--- config.mk ---
export PLATFORM = sky130hd
export DESIGN_NAME = pulpino_deser_rx
export DESIGN_NICKNAME = d
export VERILOG_FILES = /design/src/rtl/pulpino_deser_rx.sv
export SDC_FILE = /design/constraint.sdc
export NUM_CORES = 1
export LEC_CHECK = 0
export ABC_CLOCK_PERIOD_IN_PS = 6200
export CORE_ASPECT_RATIO = 0.9
export CORE_UTILIZATION = 25
export CTS_CLUSTER_SIZE = 10
export DETAILED_ROUTE_END_ITERATION = 12
export GPL_ROUTABILITY_DRIVEN = 0
export PLACE_DENSITY = 0.44
export REMOVE_ABC_BUFFERS = 1
export SLEW_MARGIN = 20
export SYNTH_ARGS = -nofsm -noshare
export SYNTH_HDL_FRONTEND = slang
export SYNTH_SLANG_ARGS = --single-unit
--- constraint.sdc ---
create_clock -name i_clk -period 6.2 [get_ports i_clk]
set_input_delay 0.93 -clock i_clk [delete_from_list [all_inputs] [get_ports i_clk]]
set_output_delay 0.93 -clock i_clk [all_outputs]
set_load 0.05 [all_outputs]
--- src/rtl/pulpino_deser_rx.sv ---
// Beat-to-word deserialiser: toggle/echo beat handshake, LSB-beat-first assembly, FWFT output FIFO.
// Optional trailing XOR checksum beat enabled by PULPINO_DESER_CHECKSUM_EN.
module pulpino_deser_rx #(
  parameter int BEAT_W = 8,
  parameter int BEATS  = 4,
  parameter int DEPTH  = 2
) (
  input  logic                       i_clk,
  input  logic                       i_rst_n,
  input  logic [BEAT_W-1:0]          i_in_data,
  input  logic                       i_word_req,
  input  logic                       i_beat_tgl,
  output logic                       o_beat_ack,
  output logic                       o_word_ack,
  output logic [BEAT_W*BEATS-1:0]    o_out_word,
  output logic                       o_out_valid,
  input  logic                       i_out_ready,
  output logic [$clog2(DEPTH+1)-1:0] o_fill,
  output logic                       o_err
);

  localparam int WORD_W = BEAT_W * BEATS;
  localparam int FILL_W = $clog2(DEPTH + 1);
  localparam int PTR_W  = (DEPTH > 1) ? $clog2(DEPTH) : 1;
`ifdef PULPINO_DESER_CHECKSUM_EN
  localparam int NBEATS = BEATS + 1;
`else
  localparam int NBEATS = BEATS;
`endif
  localparam int CNT_W  = $clog2(NBEATS + 1);

  typedef enum logic [1:0] {S_IDLE, S_COLLECT, S_CHECK, S_DONE} state_t;

`ifdef PULPINO_DESER_CHECKSUM_EN
  localparam state_t S_AFTER = S_CHECK;
`else
  localparam state_t S_AFTER = S_DONE;
`endif

  state_t              r_state;
  logic [CNT_W-1:0]    r_cnt;
  logic                r_beat_ack;
  logic                r_word_ack;
  logic [WORD_W-1:0]   r_asm;

  logic [WORD_W-1:0]   r_mem [DEPTH];
  logic [PTR_W-1:0]    r_wptr;
  logic [PTR_W-1:0]    r_rptr;
  logic [FILL_W-1:0]   r_fill;
  logic [WORD_W-1:0]   r_out_word;
  logic                r_out_valid;

  logic                w_pending;
  logic                w_chk_ok;
  logic                w_push;
  logic                w_pop;
  logic                w_space;
  logic [FILL_W-1:0]   w_fill_next;

  assign w_pending   = i_beat_tgl ^ r_beat_ack;
  assign w_space     = r_fill < FILL_W'(DEPTH);
  assign w_push      = (r_state == S_DONE) && !r_word_ack && w_chk_ok;
  assign w_pop       = i_out_ready && (r_fill != '0);
  assign w_fill_next = r_fill + FILL_W'(w_push) - FILL_W'(w_pop);

`ifdef PULPINO_DESER_CHECKSUM_EN
  logic [BEAT_W-1:0] r_chk;
  logic              r_chk_ok;
  logic              r_err;
  logic [BEAT_W-1:0] w_xor;

  always_comb begin
    w_xor = '0;
    for (int i = 0; i < BEATS; i++) begin
      w_xor = w_xor ^ r_asm[i*BEAT_W +: BEAT_W];
    end
  end

  // Checksum beat lands one slot past the data; compare result is registered before DONE uses it.
  always_ff @(posedge i_clk or negedge i_rst_n) begin
    if (!i_rst_n) begin
      r_chk    <= '0;
      r_chk_ok <= 1'b0;
      r_err    <= 1'b0;
    end else begin
      if (r_state == S_COLLECT && i_word_req && w_pending && r_cnt == CNT_W'(BEATS))
        r_chk <= i_in_data;
      if (r_state == S_CHECK)
        r_chk_ok <= (w_xor == r_chk);
      if (r_state == S_DONE && !r_word_ack && !r_chk_ok)
        r_err <= 1'b1;
    end
  end

  assign w_chk_ok = r_chk_ok;
  assign o_err    = r_err;
`else
  assign w_chk_ok = 1'b1;
  assign o_err    = 1'b0;
`endif

  always_ff @(posedge i_clk or negedge i_rst_n) begin
    if (!i_rst_n) begin
      r_state    <= S_IDLE;
      r_cnt      <= '0;
      r_beat_ack <= 1'b0;
      r_word_ack <= 1'b0;
      r_asm      <= '0;
    end else begin
      case (r_state)
        S_IDLE: begin
          r_word_ack <= 1'b0;
          // Entry reserves a FIFO slot, so the later push can never overflow.
          if (i_word_req && w_space) begin
            r_asm   <= '0;
            r_cnt   <= '0;
            r_state <= S_COLLECT;
          end
        end
        S_COLLECT: begin
          if (!i_word_req) begin
            r_state <= S_IDLE;
          end else if (w_pending) begin
            if (r_cnt < CNT_W'(BEATS))
              r_asm[r_cnt*BEAT_W +: BEAT_W] <= i_in_data;
            r_beat_ack <= i_beat_tgl;
            r_cnt      <= r_cnt + CNT_W'(1);
            if (r_cnt == CNT_W'(NBEATS - 1))
              r_state <= S_AFTER;
          end
        end
        S_CHECK: begin
          r_state <= S_DONE;
        end
        S_DONE: begin
          if (!r_word_ack) begin
            r_word_ack <= 1'b1;
          end else if (!i_word_req) begin
            r_word_ack <= 1'b0;
            r_state    <= S_IDLE;
          end
        end
        default: r_state <= S_IDLE;
      endcase
    end
  end

  always_ff @(posedge i_clk) begin
    if (w_push)
      r_mem[r_wptr] <= r_asm;
  end

  // Head register keeps its last value when the FIFO drains empty.
  always_ff @(posedge i_clk or negedge i_rst_n) begin
    if (!i_rst_n) begin
      r_wptr      <= '0;
      r_rptr      <= '0;
      r_fill      <= '0;
      r_out_word  <= '0;
      r_out_valid <= 1'b0;
    end else begin
      if (w_push)
        r_wptr <= r_wptr + PTR_W'(1);
      if (w_pop)
        r_rptr <= r_rptr + PTR_W'(1);
      r_fill      <= w_fill_next;
      r_out_valid <= (w_fill_next != '0);
      if (w_pop) begin
        if (r_fill > FILL_W'(1))
          r_out_word <= r_mem[r_rptr + PTR_W'(1)];
        else if (w_push)
          r_out_word <= r_asm;
      end else if (w_push && r_fill == '0) begin
        r_out_word <= r_asm;
      end
    end
  end

  assign o_beat_ack  = r_beat_ack;
  assign o_word_ack  = r_word_ack;
  assign o_out_word  = r_out_word;
  assign o_out_valid = r_out_valid;
  assign o_fill      = r_fill;

endmodule

[After elaboration in Yosys (flattened, before gate mapping)]
Memories as Yosys holds them, arrays and structs flattened.
Cells that the tools add are included.
Operators by class
  $add $sub $neg: 6
  magnitude comparators: 3
  equality and inequality tests: 13
  shift-type cells: 2
  multiplexer cells: 26
  bitwise gates (word level): 1
  reduce and logical (&&, ||, !) cells: 17
Operator list (count)
  $mux W32: 8
  $pmux W32 S2: 1
  $neg A6 Y34: 1
  $shift A8 B34 Y32 const A: 1
  $shiftx A8 B34 Y32: 1
  $bwmux W32: 1
  $mux W2: 6
  $ne A2 B2 Y1 const B: 6
  $reduce_and A5 Y1: 2
  $reduce_bool A2 Y1: 5
  $mux W3: 3
  $pmux W2 S4: 1
  $ne A3 B3 Y1 const B: 2
  $pmux W3 S2: 1
  $eq A2 B2 Y1 const B: 2
  $logic_and A1 B1 Y1: 4
  $logic_not A2 Y1: 2
  $mux W1: 4
  $reduce_and A4 Y1: 1
  $add A3 B1 Y3 const B: 1
  $eq A3 B2 Y1 const B: 1
  $lt A3 B3 Y1 const B: 1
  $ne A3 B2 Y1 const B: 1
  $reduce_and A3 Y1: 1
  other kinds (10): 11
Word-level totals
  register bits: 76
  memory bits (writable): 64
  output and inout port bits: 38
  memories kept: 1
Memory list
  r_mem: words 2, bits a word 32, read ports 1, clocked after memory_dff 0, wr ports 1, RTL line 46  | logic [WORD_W-1:0] r_mem [DEPTH];

[Longest topological paths before layout]
Gate-level depths: netlist (run 1).
  depth after elaboration: 7
  depth in mapped cells: 8
  mapped depth without buffers: 8

[Worst setup path after synthesis (run 1)]
No wires, ideal clock.
  kind: reg-to-reg
  start: register r_word_ack (netlist: o_word_ack)
  end: memory r_mem[1][0] in the netlist's numbering, enable pin
  arrival time: 2.184 ns
  setup slack: 3.595 ns
  stages on the path, launching flop included: 3
  path buffers: 0
  period minus slack after synthesis: 2.605 ns
  cells stage by stage: dfrtp_1 > nand2b_4 > nor2_1
On the way
  cells in the longest elaborated chain, start to end: 4
Ends and longest elaborated chain
  start: declaration: RTL line 43  | logic r_word_ack;
  start signal: assignment: RTL line 107  | r_word_ack <= 1'b0;
  start signal: assignment: RTL line 112  | r_word_ack <= 1'b0;
  start signal: assignment: RTL line 137  | r_word_ack <= 1'b1;
  $logic_not A1 Y1
  $logic_and A1 B1 Y1: RTL line 62  | assign w_push = (r_state == S_DONE) && !r_word_ack && w_chk_ok;
  $mux W1: RTL line 149  | if (w_push)
  $mux W1 (implied by the code): RTL line 150  | r_mem[r_wptr] <= r_asm;
  end: declaration: RTL line 46
No other way between the ends.

[Worst setup path after layout (run 1)]
  start: input port i_out_ready
  end: register r_out_word[11] (netlist: o_out_word[11])
On the way
  cells in the longest elaborated chain, start to end: 3
  elaborated cells between the ends (all ways): 5
Ends and longest elaborated chain
  start: declaration: RTL line 17  | input logic i_out_ready,
  $logic_and A1 B1 Y1 (*): RTL line 63  | assign w_pop = i_out_ready && (r_fill != '0);
  $ne A3 B2 Y1 (no source line) or $reduce_bool A2 Y1 (tied branches)
  $reduce_and A2 Y1 (no source line)
  end signal: assignment: RTL line 170  | r_out_word <= r_mem[r_rptr + PTR_W'(1)];
  end signal: assignment: RTL line 172  | r_out_word <= r_asm;
  end signal: assignment: RTL line 174  | r_out_word <= r_asm;
  end: declaration: RTL line 50  | logic [WORD_W-1:0] r_out_word;
Mark *: on every way between the ends. The rest lies on a longest branch, timed or not.
A chain may end at the register's enable or synchronous reset.

==> impl_metrics.csv, run 1 <==
group,metric,value,unit
outcome,status,"finished clean",
logic_synthesis,synth_area,5780,µm²
critical_path,cp_top_family,"buffers and inverters",
detailed_routing,drtIter0Drc,156,
detailed_routing,wl_per_cell,16.2,µm
timing,slew_headroom,50.9,%
clock_tree,clk_latency,420,ps
clock_tree,cts_buffers,17,
clock_tree,cts.sinks,140,
cells_and_area,stdcell_area,7130,µm²
clock_tree,cts_setup_buffers,0,
global_routing,grt_max_degree,77,
clock_tree,clkTransAtPathRegs,60,ps
pwr,clkPwrFrac,28.8,%
min_path,hold_path.class,"reg2reg",
critical_path,critPathKind,"in2reg",
timing,tightest_slew,737,ps
placement,dp_slack,3030,ps
timing,finalCritPeriodShare,43.2,%
timing,setup_tns,0,ps
global_routing,grt_first_pass_wirelength,19800,µm
logic_synthesis,synthCells,394,
detailed_routing,drc,0,
critical_path,arrival,2970,ps
timing,worst_slack,3520,ps
timing,fin_worst_skew,8.21,ps
timing,hold_violations,0,
cells_and_area,antenna_cells,0,
detailed_routing,via_per_inst,4.39,
floorplan,fp.coreArea,22600,µm²
floorplan,rows,52,
logic_synthesis,synth-seq-cells,140,
detailed_routing,wl,12300,µm
global_routing,globalRouteTotalUtil,11.2,%
critical_path,cp-end-kind,"flip-flop",
pwr,powerDensity,467,nW/µm²
critical_path,required,6500,ps
pwr,p_sw,0.00120,W
logic_synthesis,ys_seq_area_share,66.2,%
critical_path,critPathMaxFanout,65,
global_routing,overflow,0,
logic_synthesis,synth_warnings,0,
detailed_routing,num_vias,3330,
floorplan,start_util,25.6,%
global_routing,grt_pass1_vias,3466,
pwr,leakagePower,2.87,nW
placement,dp_hpwl,7210,µm
cells_and_area,syn_to_final_growth,23.4,%
critical_path,crit_path_start_kind,"input port",
floorplan,fp.dieH,146,µm
floorplan,die_area,23700,µm²
pwr,combPwrFrac,34.3,%
cells_and_area,drive_above_1_share,21.0,%
pwr,p_int,0.00212,W
timing,grt_setup_unrepaired,"false",
pwr,vdd_drop_max,0.276,mV
critical_path,critPathMaxStageDelay,530,ps
timing,fin_crit,2680,ps
clock_tree,ctsHoldBuffers,0,
detailed_routing,ant_nets,0,
timing,max_freq,373,MHz
clock_tree,cts_resized,0,
floorplan,ioPinCount,51,
global_routing,antenna_found_initial,0,
critical_path,path_buf_inv,2,
flow_run,drv_cap,0,
timing,setup_viol,0,
cells_and_area,nFillCells,2227,
critical_path,cp_cell_sequence,"clkdlybuf4s50_1 > nand2_2 > buf_4 > o21a_4 > mux2_2",
placement,placed_area,6570,µm²
critical_path,slowest_stage,"o21a_4",
floorplan,die_x,162,µm
pwr,power_frac_seq,36.9,%
clock_tree,h-tree-depth,4,
detailed_routing,first_pass_iters,4,
logic_synthesis,synth_cell_types,41,
timing,drv_slew,0,
clock_tree,tritoncts,"done",
logic_synthesis,syn_area_per_cell,14.7,µm²
clock_tree,clockRootBuffer,"clkbuf_16",
clock_tree,clock_path_buffers,2,
pwr,swShare,36.2,%
timing,holdWs,495,ps
cells_and_area,nets,472,
placement,io_buffers,49,
==> per-layer routing <==
metal	wire, µm	GRT usage (%)	vias to the layer above
met4	103	2.74	0
met2	5590	17.1	78
met3	578	3.41	9
met5	0	0	-
met1	6060	15.3	1677
li1	-	-	1566
==> cells by family after synthesis <==
group,count (synthesis),synth area share [%]
flops,140,66.2
xor+xnor,5,0.888
mux,65,12.0
simple gates,64,5.82
other cells,1,0.0649
buf+inv,27,2.56
fa+ha+maj,10,2.17
compound gates,82,10.4
==> stage by stage <==
stage | instances | power [W] | utilization, %
floorplan | 377 | 0.00204 | -
global placement | 727 | 0.00239 | 29.1
detailed placement | 727 | 0.00241 | 29.1
CTS | 759 | 0.00338 | 31.6
global route | 759 | 0.00351 | 31.6
finish | 759 | 0.00333 | 31.6
==> flip-flops by register name, indices dropped and copies added (netlist names) <==
name and count:
o_fill 2, o_out_valid 1, r_rptr 1, r_state 2, o_out_word 32, r_asm 32, r_mem 64, o_word_ack 1
r_cnt 3, o_beat_ack 1, r_wptr 1
==> power groups by stage <==
stage	combinational [W]	sequential [W]	clock, W
6_report	0.00114	0.00123	0.000957
2_1_floorplan	0.000486	0.00155	0
3_5_place_dp	0.00116	0.00125	0
5_1_grt	0.00124	0.00125	0.00102
4_1_cts	0.00117	0.00123	0.000982
3_3_place_gp	0.00115	0.00124	0
==> cell usage after synthesis, drive strengths merged <==
master	n	area, µm²
inv	10	37.5
nor3	3	37.5
nor2	5	23.8
buf	10	83.8
o31a	1	8.76
a32oi	1	8.76
a31oi	1	6.26
o21ai	38	190
dfrtp	76	1900
xnor2	3	26.3
nand3	2	10.0
nand4	1	21.3
or2	3	18.8
clkbuf	7	26.3
a21o	2	17.5
mux2i	32	320
xor2	2	25.0
mux2	33	372
nand2b	5	38.8
a2111o	1	11.3
a21oi	1	5.00
conb	1	3.75
o2111ai	2	23.8
a22o	32	294
o21a	2	22.5
nand4bb	1	11.3
nand2	42	158
ha	10	125
edfxtp	64	1920
nor4b	2	17.5
o211a	1	10.0
==> final timing paths <==
check                      depth (start not counted)     startpoint              to  slack (ps)
min in group asynchronous                          1        i_rst_n  o_out_word[24]         560
hold / removal                                     1  o_out_word[3]   o_out_word[3]         490
max in group asynchronous                          1        i_rst_n          r_rptr        5110
setup / recovery                                   5    i_out_ready  o_out_word[11]        3520
hold reg to reg                                    1  o_out_word[3]   o_out_word[3]         490
setup reg to reg                                   7       r_cnt[0]       r_asm[27]        3850
==> area by class of cell <==
type                    instances  area, µm²  area share (%)
repair buffers                 53        522            7.32
clock inverters                13        118            1.65
inverters                      10       37.5           0.526
multi-input cells             227       1810            25.4
well taps                     297        372            5.21
flip-flops and latches        140       3820            53.6
clock buffers                  19        443            6.21
==> cells in the final DEF, fill, tap and decap left out, types with 10 or more instances in the layout <==
master and instances:
dfrtp_1 75, edfxtp_1 64, clkdlybuf4s50_1 48, nand2_1 41, o21ai_0 38, mux2i_1 32, mux2_2 32, a22o_1 21
clkbuf_16 17, a22o_2 11, inv_1 10, ha_1 10
Note: power is estimated with default switching activity, not from simulation.
==> run 2: changes to the inputs <==
--- a/config.mk
+++ b/config.mk
@@ -5,13 +5,13 @@
 export SDC_FILE = /design/constraint.sdc
 export NUM_CORES = 1
 export LEC_CHECK = 0
-export ABC_CLOCK_PERIOD_IN_PS = 6200
+export ABC_CLOCK_PERIOD_IN_PS = 2190
 export CORE_ASPECT_RATIO = 0.9
 export CORE_UTILIZATION = 25
 export CTS_CLUSTER_SIZE = 10
 export DETAILED_ROUTE_END_ITERATION = 12
 export GPL_ROUTABILITY_DRIVEN = 0
-export PLACE_DENSITY = 0.44
+export PLACE_DENSITY = 0.45
 export REMOVE_ABC_BUFFERS = 1
 export SLEW_MARGIN = 20
 export SYNTH_ARGS = -nofsm -noshare
==> constraint.sdc (replaced) <==
create_clock -name i_clk -period 2.19 [get_ports i_clk]
set_input_delay 0.3285 -clock i_clk [delete_from_list [all_inputs] [get_ports i_clk]]
set_output_delay 0.3285 -clock i_clk [all_outputs]
set_load 0.05 [all_outputs]
==> run 2 against run 1 <==
Net effect:
- count of clock-buffer cells in the layout fell by 2
- critical path type is now reg2reg
- sequential cell count unchanged
- first-iteration DRC count increased by 9.6%
- clock power rose to 3.2 times the previous value
==> impl_metrics.csv, run 2 (synthesis gave the netlist of run 1 again) <==
group,metric,value,unit
floorplan,ioPinCount,51,
cells_and_area,nFillCells,2224,
critical_path,critPathMaxStageDelay,390,ps
clock_tree,tritoncts,"done",
cells_and_area,final_common_cell,"dfrtp_1",
detailed_routing,wl_per_cell,16.1,µm
critical_path,required,2490,ps
clock_tree,clk_latency,420,ps
clock_tree,cts_buffers,17,
detailed_routing,num_vias,3351,
clock_tree,cts.sinks,140,
min_path,hold_path.class,"in2async",
timing,tightest_slew,540,ps
critical_path,cp_common_cell,"ha_1",
floorplan,die_x,162,µm
cells_and_area,stdcell_area,7460,µm²
timing,setup_viol,0,
cells_and_area,antenna_cells,0,
detailed_routing,drc,0,
pwr,powerDensity,1340,nW/µm²
critical_path,critPathMaxFanout,8,
critical_path,cp-end-kind,"flip-flop",
global_routing,antenna_found_initial,0,
floorplan,fp.coreArea,22600,µm²
timing,holdWs,435,ps
floorplan,fp.dieH,146,µm
timing,max_freq,482,MHz
timing,grt_setup_unrepaired,"false",
detailed_routing,via_per_inst,4.32,
critical_path,cp_cell_sequence,"inv_1 > ha_1 > ha_1 > nor4b_2 > nand3_1 > a21o_4 > a22o_1",
placement,io_buffers,49,
cells_and_area,drive_above_1_share,24.4,%
timing,drv_slew,0,
cells_and_area,top_register,"r_mem",
cells_and_area,final_cell_mix,"dfrtp_1, edfxtp_1, clkdlybuf4s50_1",
timing,fin_worst_skew,8.76,ps
outcome,status,"finished clean",
global_routing,grt_max_degree,65,
cells_and_area,largest_register_ffs,64,
pwr,leakagePower,3.05,nW
clock_tree,clockRootBuffer,"clkbuf_16",
clock_tree,cts_setup_buffers,0,
cells_and_area,nets,490,
timing,fin_crit,2070,ps
clock_tree,h-tree-depth,4,
critical_path,critPathKind,"reg2reg",
pwr,finalPower,0.00999,W
cells_and_area,syn_to_final_growth,29.2,%
pwr,combPwrFrac,34.7,%
clock_tree,clkTransAtPathRegs,60,ps
floorplan,start_util,25.6,%
pwr,power_frac_seq,34.9,%
timing,slew_headroom,64.0,%
flow_run,drv_cap,0,
detailed_routing,wl,12500,µm
detailed_routing,first_pass_iters,4,
timing,finalCritPeriodShare,94.7,%
clock_tree,clock_path_buffers,2,
placement,placed_area,6810,µm²
detailed_routing,ant_nets,0,
timing,hold_violations,0,
cells_and_area,regArea,3820,µm²
critical_path,slowest_stage,"dfrtp_1",
placement,dp_hpwl,7970,µm
critical_path,arrival,2380,ps
pwr,swShare,34.8,%
cells_and_area,multi_input_area,1840,µm²
critical_path,ff2ff_path_depth,7,
pwr,clkPwrFrac,30.4,%
critical_path,crit_path_start_kind,"flip-flop",
global_routing,grt_pass1_vias,3570,
pwr,vdd_drop_max,0.554,mV
cells_and_area,final_util,33.1,%
pwr,p_int,0.00652,W
global_routing,globalRouteTotalUtil,11.6,%
floorplan,die_area,23700,µm²
pwr,p_sw,0.00347,W
floorplan,rows,52,
global_routing,overflow,0,
detailed_routing,drtIter0Drc,171,
global_routing,grt_first_pass_wirelength,20400,µm
## run 2: per-layer routing
metal  wire length (µm)  up-vias  global-route usage (%)
li1                   -     1602                       -
met1               6150     1690                    15.6
met2               5790       51                    17.6
met3                428        8                    3.64
met4                109        0                    3.54
met5                  0        -                       0
## run 2: what timing repair did
item	in CTS	in global routing
endpoints found under the hold margin	34	0
resized for setup	0	6
hold buffers	1	0
endpoints found under the setup margin	0	27
## run 2: final timing paths
path,start,slack (ps),endpoint
max in group asynchronous,i_rst_n,1160,o_out_word[16]
worst min register to register,o_out_word[3],500,o_out_word[3]
worst max-delay path,r_cnt[1],120,r_asm[2]
worst min-delay path,i_rst_n,430,o_out_word[25]
min in group i_clk,o_out_word[3],500,o_out_word[3]
worst max register to register,r_cnt[1],120,r_asm[2]
## run 2: final cells by class
type                    instances  share of cell area [%]
clock buffers                  17                    5.70
inverters                      10                   0.503
flip-flops and latches        140                    51.2
well taps                     297                    4.98
repair buffers                 71                    10.3
multi-input cells             227                    24.7
clock inverters                14                    2.58
## run 2: worst max-delay path: cells and delay by family, from the launching register on
family | cells | cell delay (ps)
AOI/OAI and AO/OA | 2 | 550
adders and majority gates | 2 | 510
and+or+nand+nor | 2 | 440
DFF | 1 | 390
buffers and inverters | 1 | 80
## run 2: power groups by stage
| stage | clock network, W | logic, W | registers (W) |
|---|---|---|---|
| floorplan | 0 | 0.00138 | 0.00439 |
| global placement | 0 | 0.00342 | 0.00352 |
| detailed placement | 0 | 0.00347 | 0.00354 |
| CTS | 0.00311 | 0.00348 | 0.00349 |
| global route | 0.00324 | 0.00375 | 0.00355 |
| finish | 0.00304 | 0.00347 | 0.00349 |
## run 2: per-stage QoR
step / worst slack, ps / TNS, ps / instances
after floorplan: -415 / -38270 / 377
after global placement: 17.0 / 0 / 744
after detailed placement: -41.7 / -309 / 744
after CTS: 32.8 / 0 / 776
after global routing: 5.60 / 0 / 776
final: 116 / 0 / 776
==> run 3: changes to the inputs <==
--- a/config.mk
+++ b/config.mk
@@ -11,7 +11,7 @@
 export CTS_CLUSTER_SIZE = 10
 export DETAILED_ROUTE_END_ITERATION = 12
 export GPL_ROUTABILITY_DRIVEN = 0
-export PLACE_DENSITY = 0.45
+export PLACE_DENSITY = 0.48
 export REMOVE_ABC_BUFFERS = 1
 export SLEW_MARGIN = 20
 export SYNTH_ARGS = -nofsm -noshare
==> run 3 against run 2 <==
Net effect:
- total power fell by 5.9%
- non-clock buffer count fell by 7
- sequential share of layout area rose by 1.2 points
- critical path type is now reg2out
- critical endpoint is now o_fill[1]
- largest cell class unchanged
==> impl_metrics.csv, run 3 (synthesis gave the netlist of run 1 again) <==
group,metric,value,unit
outcome,status,"finished clean",
critical_path,crit_path_start_kind,"flip-flop",
floorplan,start_util,25.6,%
global_routing,grt_pass1_vias,3429,
timing,finalCritPeriodShare,95.4,%
critical_path,cp-end-kind,"primary output",
cells_and_area,largest_register_ffs,64,
detailed_routing,num_vias,3315,
cells_and_area,nFillCells,2218,
clock_tree,cts.sinks,140,
global_routing,grt_first_pass_wirelength,18900,µm
detailed_routing,wl_met3,455,µm
pwr,finalPower,0.00941,W
timing,slew_headroom,65.7,%
min_path,hold_path.class,"in2async",
detailed_routing,met1Wirelength,5500,µm
cells_and_area,regArea,3820,µm²
critical_path,path_buf_inv,1,
clock_tree,h-tree-depth,4,
timing,setup_viol,0,
critical_path,cp_top_family,"buffers and inverters",
flow_run,drv_cap,0,
detailed_routing,wl_per_cell,15.1,µm
timing,tightest_slew,513,ps
cells_and_area,final_util,32.3,%
clock_tree,clk_latency,420,ps
floorplan,die_x,162,µm
detailed_routing,drtIter0Drc,154,
detailed_routing,route.top_layer_used,"met4",
cells_and_area,syn_to_final_growth,26.1,%
clock_tree,tritoncts,"done",
critical_path,required,1860,ps
pwr,leakagePower,2.95,nW
pwr,swShare,35.5,%
detailed_routing,wl,11600,µm
cells_and_area,layout.cells.non_filler,769,
pwr,combPwrFrac,35.4,%
timing,holdWs,303,ps
global_routing,antenna_found_initial,0,
clock_tree,clkTransAtPathRegs,60,ps
cells_and_area,top_register,"r_mem",
placement,place_inst,737,
clock_tree,cts_buffers,17,
global_routing,grt_max_degree,65,
critical_path,arrival,1760,ps
cells_and_area,multi_input_area,1830,µm²
clock_tree,clockRootBuffer,"clkbuf_16",
floorplan,ioPinCount,51,
timing,fin_crit,2090,ps
pwr,vdd_drop_max,0.635,mV
placement,io_buffers,49,
cells_and_area,final_common_cell,"dfrtp_1",
clock_tree,cts_setup_buffers,0,
critical_path,slowest_stage,"clkdlybuf4s50_1",
placement,placed_area,6730,µm²
cells_and_area,stdcell_area,7290,µm²
detailed_routing,met2WireLength,5520,µm
floorplan,fp.dieH,146,µm
global_routing,globalRouteTotalUtil,10.6,%
pwr,powerDensity,1290,nW/µm²
critical_path,critPathKind,"reg2out",
critical_path,cp_cell_sequence,"clkdlybuf4s50_1",
timing,fin_worst_skew,10.5,ps
cells_and_area,drive_above_1_share,22.5,%
floorplan,fp.coreArea,22600,µm²
placement,dp_hpwl,7300,µm
floorplan,die_area,23700,µm²
critical_path,critPathMaxStageDelay,860,ps
floorplan,rows,52,
pwr,power_frac_seq,37.0,%
global_routing,overflow,0,
pwr,p_int,0.00607,W
timing,hold_violations,0,
detailed_routing,drc,0,
cells_and_area,antenna_cells,0,
clock_tree,clock_path_buffers,2,
detailed_routing,first_pass_iters,6,
detailed_routing,via_per_inst,4.31,
timing,drv_slew,0,
detailed_routing,ant_nets,0,
pwr,clkPwrFrac,27.6,%
pwr,p_sw,0.00334,W
cells_and_area,final_cell_mix,"dfrtp_1, edfxtp_1, clkdlybuf4s50_1",
cells_and_area,nets,483,
critical_path,critPathMaxFanout,7,
timing,max_freq,478,MHz
timing,grt_setup_unrepaired,"false",
run 3: cell types whose count changed in the layout (fill, tap and decap cells not counted), sizes merged:
cell / before / now
buf: 22 / 15
clkinvlp: 0 / 4
bufinv: 4 / 1
inv: 13 / 10
clkbuf: 17 / 18
clkinv: 7 / 8
run 3: final cells by class:
| cell class | count | area share [%] |
|---|---|---|
| clock inverters | 13 | 1.42 |
| clock buffers | 18 | 5.89 |
| repair buffers | 64 | 9.48 |
| multi-input cells | 227 | 25.1 |
| inverters | 10 | 0.515 |
| flip-flops and latches | 140 | 52.5 |
| well taps | 297 | 5.10 |
run 3: power groups by stage:
stage          Combinational (W)  Sequential (W)  Clock [W]
2_1_floorplan            0.00138         0.00439          0
3_3_place_gp             0.00332         0.00352          0
3_5_place_dp             0.00336         0.00353          0
4_1_cts                  0.00337         0.00348    0.00267
5_1_grt                  0.00362         0.00354    0.00278
6_report                 0.00333         0.00348    0.00260
run 3: worst paths after layout:
kind,from,cells past startpoint,end,slack [ps]
worst max-delay path,o_fill[1],1,o_fill[1],100
worst min-delay path,i_rst_n,2,o_out_word[1],300
worst max register to register,r_cnt[1],7,r_asm[1],110
worst min register to register,o_out_word[3],1,o_out_word[3],490
max in group asynchronous,i_rst_n,3,o_out_word[11],1290
min in group i_clk,o_out_word[3],1,o_out_word[3],490
run 3: per-stage QoR:
step,setup slack (ps),setup TNS [ps]
6_report,99.9,0
3_3_place_gp,34.2,0
5_1_grt,22.2,0
4_1_cts,38.0,0
2_1_floorplan,-415,-38270
3_5_place_dp,-19.6,-54.1
run 3: routing by layer:
metal / up-vias / track usage, %
li1: 1585 / -
met1: 1658 / 13.7
met2: 64 / 16.7
met3: 8 / 3.32
met4: 0 / 3.68
met5: - / 0
run 3: what timing repair did:
| item | CTS | global route |
|---|---|---|
| hold buffers | 1 | 0 |
| setup endpoints to repair | 0 | 24 |
| hold endpoints to repair | 12 | 0 |
| resized for setup | 0 | 4 |
